**src/rtl/riscv_pkg.sv**
```systemverilog
// riscv_pkg: shared fetch constants, fetch FSM state type and buffer entry layout
package riscv_pkg;

    localparam logic [31:0] RESET_PC_DEFAULT = 32'h0000_0000;
    localparam logic [31:0] ILLEGAL_INSTR    = 32'h0000_0000;
    localparam logic [31:0] PC_INC           = 32'd4;
    localparam logic [31:0] WORD_MASK        = 32'hFFFF_FFFC;

    typedef enum logic {
        RUN  = 1'b0,
        HALT = 1'b1
    } fetch_state_t;

    typedef struct packed {
        logic [31:0] instr;
        logic [31:0] pc;
    } fetch_entry_t;

endpackage

```
**src/rtl/ifu_fifo.sv**
```systemverilog
// ifu_fifo: two-entry instruction buffer with push, pop and flush; head is registered
module ifu_fifo
    import riscv_pkg::*;
(
    input  logic        clk,
    input  logic        rst,
    input  logic        push,
    input  logic        pop,
    input  logic        flush,
    input  logic [63:0] din,
    output logic [63:0] head,
    output logic [1:0]  count
);

    fetch_entry_t e0, e1;

    assign head = e0;

    // e0 is the head; on a pop from a full buffer e1 shifts forward and the new word lands behind it
    always_ff @(posedge clk) begin
        if (!rst || flush) begin
            e0    <= '0;
            e1    <= '0;
            count <= 2'd0;
        end else begin
            e0    <= (pop && count == 2'd2) ? e1 :
                     (push && (count == 2'd0 || pop)) ? fetch_entry_t'(din) : e0;
            e1    <= (push && ((count == 2'd1 && !pop) || (count == 2'd2 && pop))) ? fetch_entry_t'(din) : e1;
            count <= count + {1'b0, push} - {1'b0, pop};
        end
    end

endmodule

```
**src/rtl/instr_fetch_ctrl.sv**
```systemverilog
// instr_fetch_ctrl: PC sequencing, redirect and illegal-word halt in front of a 2-entry buffer
// Optional macro IFU_PERF_CNT_EN adds perf_fetch_cnt / perf_flush_cnt outputs.
module instr_fetch_ctrl
    import riscv_pkg::*;
#(
    parameter logic [31:0] RESET_PC  = RESET_PC_DEFAULT,
    parameter int          BUF_DEPTH = 2
) (
    input  logic        clk,
    input  logic        rst,
    output logic [31:0] imem_addr,
    input  logic [31:0] imem_rdata,
    input  logic        redirect_valid,
    input  logic [31:0] redirect_pc,
    output logic        out_valid,
    input  logic        out_ready,
    output logic [31:0] out_instr,
    output logic [31:0] out_pc,
`ifdef IFU_PERF_CNT_EN
    output logic        halted,
    output logic [31:0] perf_fetch_cnt,
    output logic [31:0] perf_flush_cnt
`else
    output logic        halted
`endif
);

    localparam logic [1:0] FULL = 2'(BUF_DEPTH);

    fetch_state_t state, state_d;
    logic [31:0]  pc, pc_d;
    logic [1:0]   count;
    logic [63:0]  head;
    fetch_entry_t head_e;
    logic         pop, illegal, slot, push;

    assign imem_addr = pc & WORD_MASK;
    assign pop       = out_valid && out_ready;
    assign illegal   = imem_rdata == ILLEGAL_INSTR;
    assign slot      = state == RUN && (count != FULL || pop);
    assign push      = slot && !illegal && !redirect_valid;
    assign head_e    = fetch_entry_t'(head);
    assign out_valid = count != 2'd0;
    assign out_instr = out_valid ? head_e.instr : '0;
    assign out_pc    = out_valid ? head_e.pc : '0;
    assign halted    = state == HALT;

    // next state: redirect wins, an all-zero word stops fetch, otherwise advance on each push
    always_comb begin
        state_d = state;
        pc_d    = pc;
        if (redirect_valid) begin
            state_d = RUN;
            pc_d    = redirect_pc & WORD_MASK;
        end else if (state == RUN && illegal) begin
            state_d = HALT;
        end else if (push) begin
            pc_d = pc + PC_INC;
        end
    end

    // state and pc registers
    always_ff @(posedge clk) begin
        if (!rst) begin
            state <= RUN;
            pc    <= RESET_PC;
        end else begin
            state <= state_d;
            pc    <= pc_d;
        end
    end

    ifu_fifo u_fifo (
        .clk   (clk),
        .rst   (rst),
        .push  (push),
        .pop   (pop),
        .flush (redirect_valid),
        .din   ({imem_rdata, imem_addr}),
        .head  (head),
        .count (count)
    );

`ifdef IFU_PERF_CNT_EN
    // free-running event counters: buffered fetches and redirects
    always_ff @(posedge clk) begin
        if (!rst) begin
            perf_fetch_cnt <= '0;
            perf_flush_cnt <= '0;
        end else begin
            perf_fetch_cnt <= perf_fetch_cnt + {31'b0, push};
            perf_flush_cnt <= perf_flush_cnt + {31'b0, redirect_valid};
        end
    end
`endif

endmodule

```
**config.mk**
```make
export PLATFORM = sky130hd
export DESIGN_NAME = instr_fetch_ctrl
export DESIGN_NICKNAME = d
export VERILOG_FILES = /design/src/rtl/riscv_pkg.sv /design/src/rtl/ifu_fifo.sv /design/src/rtl/instr_fetch_ctrl.sv
export SDC_FILE = /design/constraint.sdc
export NUM_CORES = 1
export LEC_CHECK = 0
export CAP_MARGIN = 30
export CORE_AREA = 2 2 127 129
export DETAILED_ROUTE_END_ITERATION = 8
export DIE_AREA = 0 0 129 131
export PLACE_DENSITY = 0.79
export SLEW_MARGIN = 10
export SYNTH_ARGS = -nofsm -noshare
export SYNTH_HDL_FRONTEND = slang
export SYNTH_SLANG_ARGS = --single-unit
```
**constraint.sdc**
```tcl
create_clock -name clk -period 3.1 [get_ports clk]
set_clock_uncertainty 0.15 [all_clocks]
set_input_delay 0.62 -clock clk [delete_from_list [all_inputs] [get_ports clk]]
set_output_delay 0.62 -clock clk [all_outputs]
set_load 0.01 [all_outputs]
```
# Yosys cells after proc, flatten, opt, wreduce, memory -nomap -nowiden
# Cells that the tools add are included.
# Widths: inputs -> output; s select.
[op_classes] addsub=3 multipliers=0 n_div=0 magnitude_cmp=0 n_eq_ne=4 shift=0 n_mux=7 bitwise=3 n_reduce_logical=25
[op_table] op="$mux 32" n=5
[op_table] op="$mux 64" n=2
[op_table] op="$add 32x3->32 const B" n=1
[op_table] op="$logic_not 32->1" n=1
[op_table] op="$logic_and 1x1->1" n=9
[op_table] op="$reduce_bool 2->1" n=3
[op_table] op="$logic_not 1->1" n=4
[op_table] op="$logic_or 1x1->1" n=4
[op_table] op="$ne 2x2->1 const B" n=2
[op_table] op="$reduce_and 2->1" n=2
[op_table] op="$not 1->1" n=3
[op_table] op="$add 2x1->2" n=1
[op_table] op="$eq 2x1->1 const B" n=1
[op_table] op="$eq 2x2->1 const B" n=1
[op_table] op="$logic_not 2->1" n=1
[op_table] op="$reduce_or 2->1" n=1
[op_table] op="$sub 2x1->2" n=1
[totals] register_bits=161 latchBits=0 mem_bits_rw=0 rom_bits=0 input_bits=68 word_cells=50 memories=0

# Depth between registers and ports, before layout
[logic_depth] depth_word=9 ltp_mapped=10

# Hierarchy
# Synthesis repeated with hierarchy kept, for this count alone.
[unflattened] cells_unflattened=908 area_unflattened_um2=7621.1
[by_module_without_submodules] mod="ifu_fifo" n_inst=1 cells_each=585 area_each_um2=5172.5
[by_module_without_submodules] mod="instr_fetch_ctrl" n_inst=1 cells_each=323 area_each_um2=2448.6

# Worst setup path before layout
# OpenSTA, ideal clock, no wires.
[synth_timing] kind="input port to flip-flop" startpoint="in imem_rdata[20]" endpoint="reg u_fifo.count[1]" setup_ns=0.128 arrival_time_ns=2.008 slack_ns=0.815 stages=8 n_path_buf=0 cell_sequence="nor4_1 > nand4_2 > o21ai_2 > nor2_1 > ha_1 > xor2_1 > xnor2_1 > nor2_1"
[synth_between] elab_chain_cells=6
[synth_rtl] item="from (decl)" line="instr_fetch_ctrl.sv:12" rtl="input logic [31:0] imem_rdata,"
[synth_rtl] item="$logic_not 32->1" line="instr_fetch_ctrl.sv:39" rtl="assign illegal = imem_rdata == ILLEGAL_INSTR;"
[synth_rtl] item="$logic_not 1->1" line="instr_fetch_ctrl.sv:41" rtl="assign push = slot && !illegal && !redirect_valid;"
[synth_rtl] item="$logic_and 1x1->1 (2 in series)" line="instr_fetch_ctrl.sv:41"
[synth_rtl] item="$add 2x1->2" line="ifu_fifo.sv:29" rtl="count <= count + {1'b0, push} - {1'b0, pop};"
[synth_rtl] item="$sub 2x1->2" line="ifu_fifo.sv:29"
[synth_rtl] item="to (signal assigned)" line="ifu_fifo.sv:29"
[synth_rtl] item="to (decl)" line="ifu_fifo.sv:12" rtl="output logic [1:0] count"
# Every way passes these cells.
# A chain may end at the register's enable or synchronous reset.

# Worst setup path in the final report
[layout_timing] startpoint="reg u_fifo.count[0]" endpoint="out out_pc[27]"
[layout_between] elab_chain_cells=2
[layout_rtl] item="$reduce_bool 2->1" line="instr_fetch_ctrl.sv:43" rtl="assign out_valid = count != 2'd0;"
[layout_rtl] item="$mux 32" line="instr_fetch_ctrl.sv:45" rtl="assign out_pc = out_valid ? head_e.pc : '0;"
[layout_rtl] item="to (decl)" line="instr_fetch_ctrl.sv:18" rtl="output logic [31:0] out_pc,"
# Every way passes these cells.

==> impl_metrics.env <==
export IMPL_status="finished clean"
export IMPL_tns_ns=0
export IMPL_syn_instance_count=943
export IMPL_wl_per_cell_um=15.23
export IMPL_crit_type="reg -> out"
export IMPL_period_share_pct=87.18
export IMPL_diodes=0
export IMPL_slew_violations=0
export IMPL_crit_start="u_fifo.count[0]"
export IMPL_clock_latency_ns=0.42
export IMPL_start_util_pct=49.90
export IMPL_drc_errors=0
export IMPL_tightest_slew_ns=0.6370
export IMPL_ant_nets=0
export IMPL_hold_start="u_fifo.head[9]"
export IMPL_ys_warn_count=0
export IMPL_core_area_um2=15600
export IMPL_cts_resized=0
export IMPL_die_w_um=129
export IMPL_area_delta_synth_final_pct=33.26
export IMPL_yosysTopAreaCellShare_pct=40.39
export IMPL_ys_ff_latch=157
export IMPL_period_minus_slack_ns=2.703
export IMPL_crit_path_max_fanout=41
export IMPL_grt_pass1_vias=6378
export IMPL_synth_edf_count=0
export IMPL_cts_buffers=17
export IMPL_die_height_um=131
export IMPL_grt_overflow_total=0
export IMPL_io_pins=166
export IMPL_irDropWorstVdd_uv=389.6
export IMPL_leakage_nw=3.680
export IMPL_clock_sinks=157
export IMPL_root_buffer="clkbuf_16"
export IMPL_syn_cell_area_um2=7782
export IMPL_postRouteWirelength_um=19830
export IMPL_cp_data_arrival_time_ns=1.93
export IMPL_die_area_um2=16900
export IMPL_hold_path_class="reg -> reg"
export IMPL_first_pass_iters=5
export IMPL_cts_path_max_buffers=2
export IMPL_h_tree_depth=4
export IMPL_max_freq_ghz=0.3700
export IMPL_ys_flop_type="dfxtp_1"
export IMPL_fill_cells=1293
export IMPL_worstPathRequired_ns=2.33
export IMPL_fin_util_pct=66.49
export IMPL_antenna_found_initial=0
export IMPL_clk_pin_slew_ns=0.06
export IMPL_synth_area_leaders="dfxtp_1 (40%), nand2_1 (9.4%), mux2i_1 (8.4%)"
export IMPL_hold_buffers=0
export IMPL_rows=46
export IMPL_timing_rr_start="pc[10]"
export IMPL_netlist_top_cells_count="nand2_1 (194), dfxtp_1 (157), a21oi_1 (79)"
export IMPL_synth_most_common_cell="nand2_1"
export IMPL_track_usage_pct=23.59
export IMPL_cts_tree="yes"
export IMPL_port_buffers=159
export IMPL_final_nets=1146
export IMPL_endpoint_kind="output pin"
export IMPL_crit_path_start_kind="register"
export IMPL_ys_seq_area_share_pct=40.39
export IMPL_slew_headroom_pct=56.95
export IMPL_rsz0062_at_grt="false"
export IMPL_grt_max_degree=47
export IMPL_gp_congestion=0.7964
export IMPL_viasPerCell=5.386
export IMPL_synth_cell_types=48
export IMPL_drt_iter0_markers=488
export IMPL_setup_viol=0
export IMPL_syn_area_per_cell_um2=8.253
export IMPL_postCtsSetupRepairBufs=0
export IMPL_vias=7013
export IMPL_hold_violations=0
export IMPL_final_layout_size_suffix_gt1_share_pct=7.827
export IMPL_yosys_area_top_type="dfxtp_1"
export IMPL_cap_violations=0
export IMPL_grt_pass1_wl_um=31530
export IMPL_synth_async_reset_ratio_pct=0
export IMPL_power_density_nw_per_um2=494.5
export IMPL_dp_hpwl_um=13380
-- critical path: stages, from the launching register on --
cell             delay [ns]
dfxtp_1                0.45
nor2_4                 0.06
buf_4                  0.27
nor2b_1                0.18
clkdlybuf4s50_1        0.55
-- cell families after synthesis --
group | count (synthesis) | synth area share (%)
buf+inv | 91 | 5.113
xor+xnor | 19 | 2.138
flops | 157 | 40.39
mux | 65 | 8.360
fa+ha+maj | 3 | 0.4824
compound gates | 214 | 17.48
simple gates | 393 | 26.00
other cells | 1 | 0.04819
-- per-layer routing --
metal	routed length, um	track usage (%)	vias to the layer above	share of wire (%)
met4	338	8.504	0	1.7
met1	8881	30.37	3285	45
li1	-	-	3515	-
met5	0	0	-	0
met3	943	4.397	24	4.8
met2	9663	39.81	189	49
-- report_power, final --
| group | total (mW) | switching [mW] | internal (mW) |
|---|---|---|---|
| Combinational | 0.667 | 0.339 | 0.329 |
| Sequential | 2.15 | 0.0694 | 2.09 |
| Clock | 2.31 | 0.779 | 1.53 |
-- sequential cells by signal (all words and copies together), names as in the netlist --
name and cells:
halted 1, u_fifo.e1 62, pc 30, u_fifo.head 62
u_fifo.count 2
-- layout make-up --
cell class              instances  area [um2]  share of cell area [%]
multi-input cells             698        4287                   41.33
flip-flops and latches        157        3143                   30.31
repair buffers                193        1984                   19.13
clock buffers                  24       501.7                   4.838
well taps                     216       270.3                   2.606
clock inverters                 6       155.1                   1.496
inverters                       8       30.03                  0.2895
-- placed cells by master (no fill, tap or decap), drive strengths merged, types with 2 or more instances in the layout --
cell type and instances:
nor4 12, inv 7, and3 4, clkbuf 24, o21ai 37, o211ai 69, or3 6, mux2i 65
nand2 194, nor2 16, nand2b 60, ha 3, dfxtp 157, nor3b 4, clkinv 2, xor2 16
o2111ai 14, xnor2 3, bufinv 5, nor3 5, o31ai 2, a31oi 8, conb 4, clkdlybuf4s50 159
a21oi 79, buf 34, or4 2, nand4 9, nor2b 64, nand3 9, and2 4
-- per-stage QoR --
stage	cells	power (mW)	hold WS (ns)	setup WS, ns	cell area [um2]
floorplan	946	2.552	0.2802	0.8148	7794
global placement	1272	2.852	0.2874	0.1459	9714
detailed placement	1272	2.865	0.2936	0.1519	9714
CTS	1302	5.173	0.3033	0.3549	10370
global route	1302	5.327	0.3141	0.2858	10370
finish	1302	5.129	0.3008	0.3974	10370
-- worst paths after layout --
path	slack, ns	to	cells past startpoint
min reg2reg	0.30	u_fifo.head[9]	2
max	0.40	out_pc[27]	4
min	0.30	u_fifo.head[9]	2
max reg2reg	0.64	pc[29]	5
Note: power is estimated with default switching activity, not from simulation.
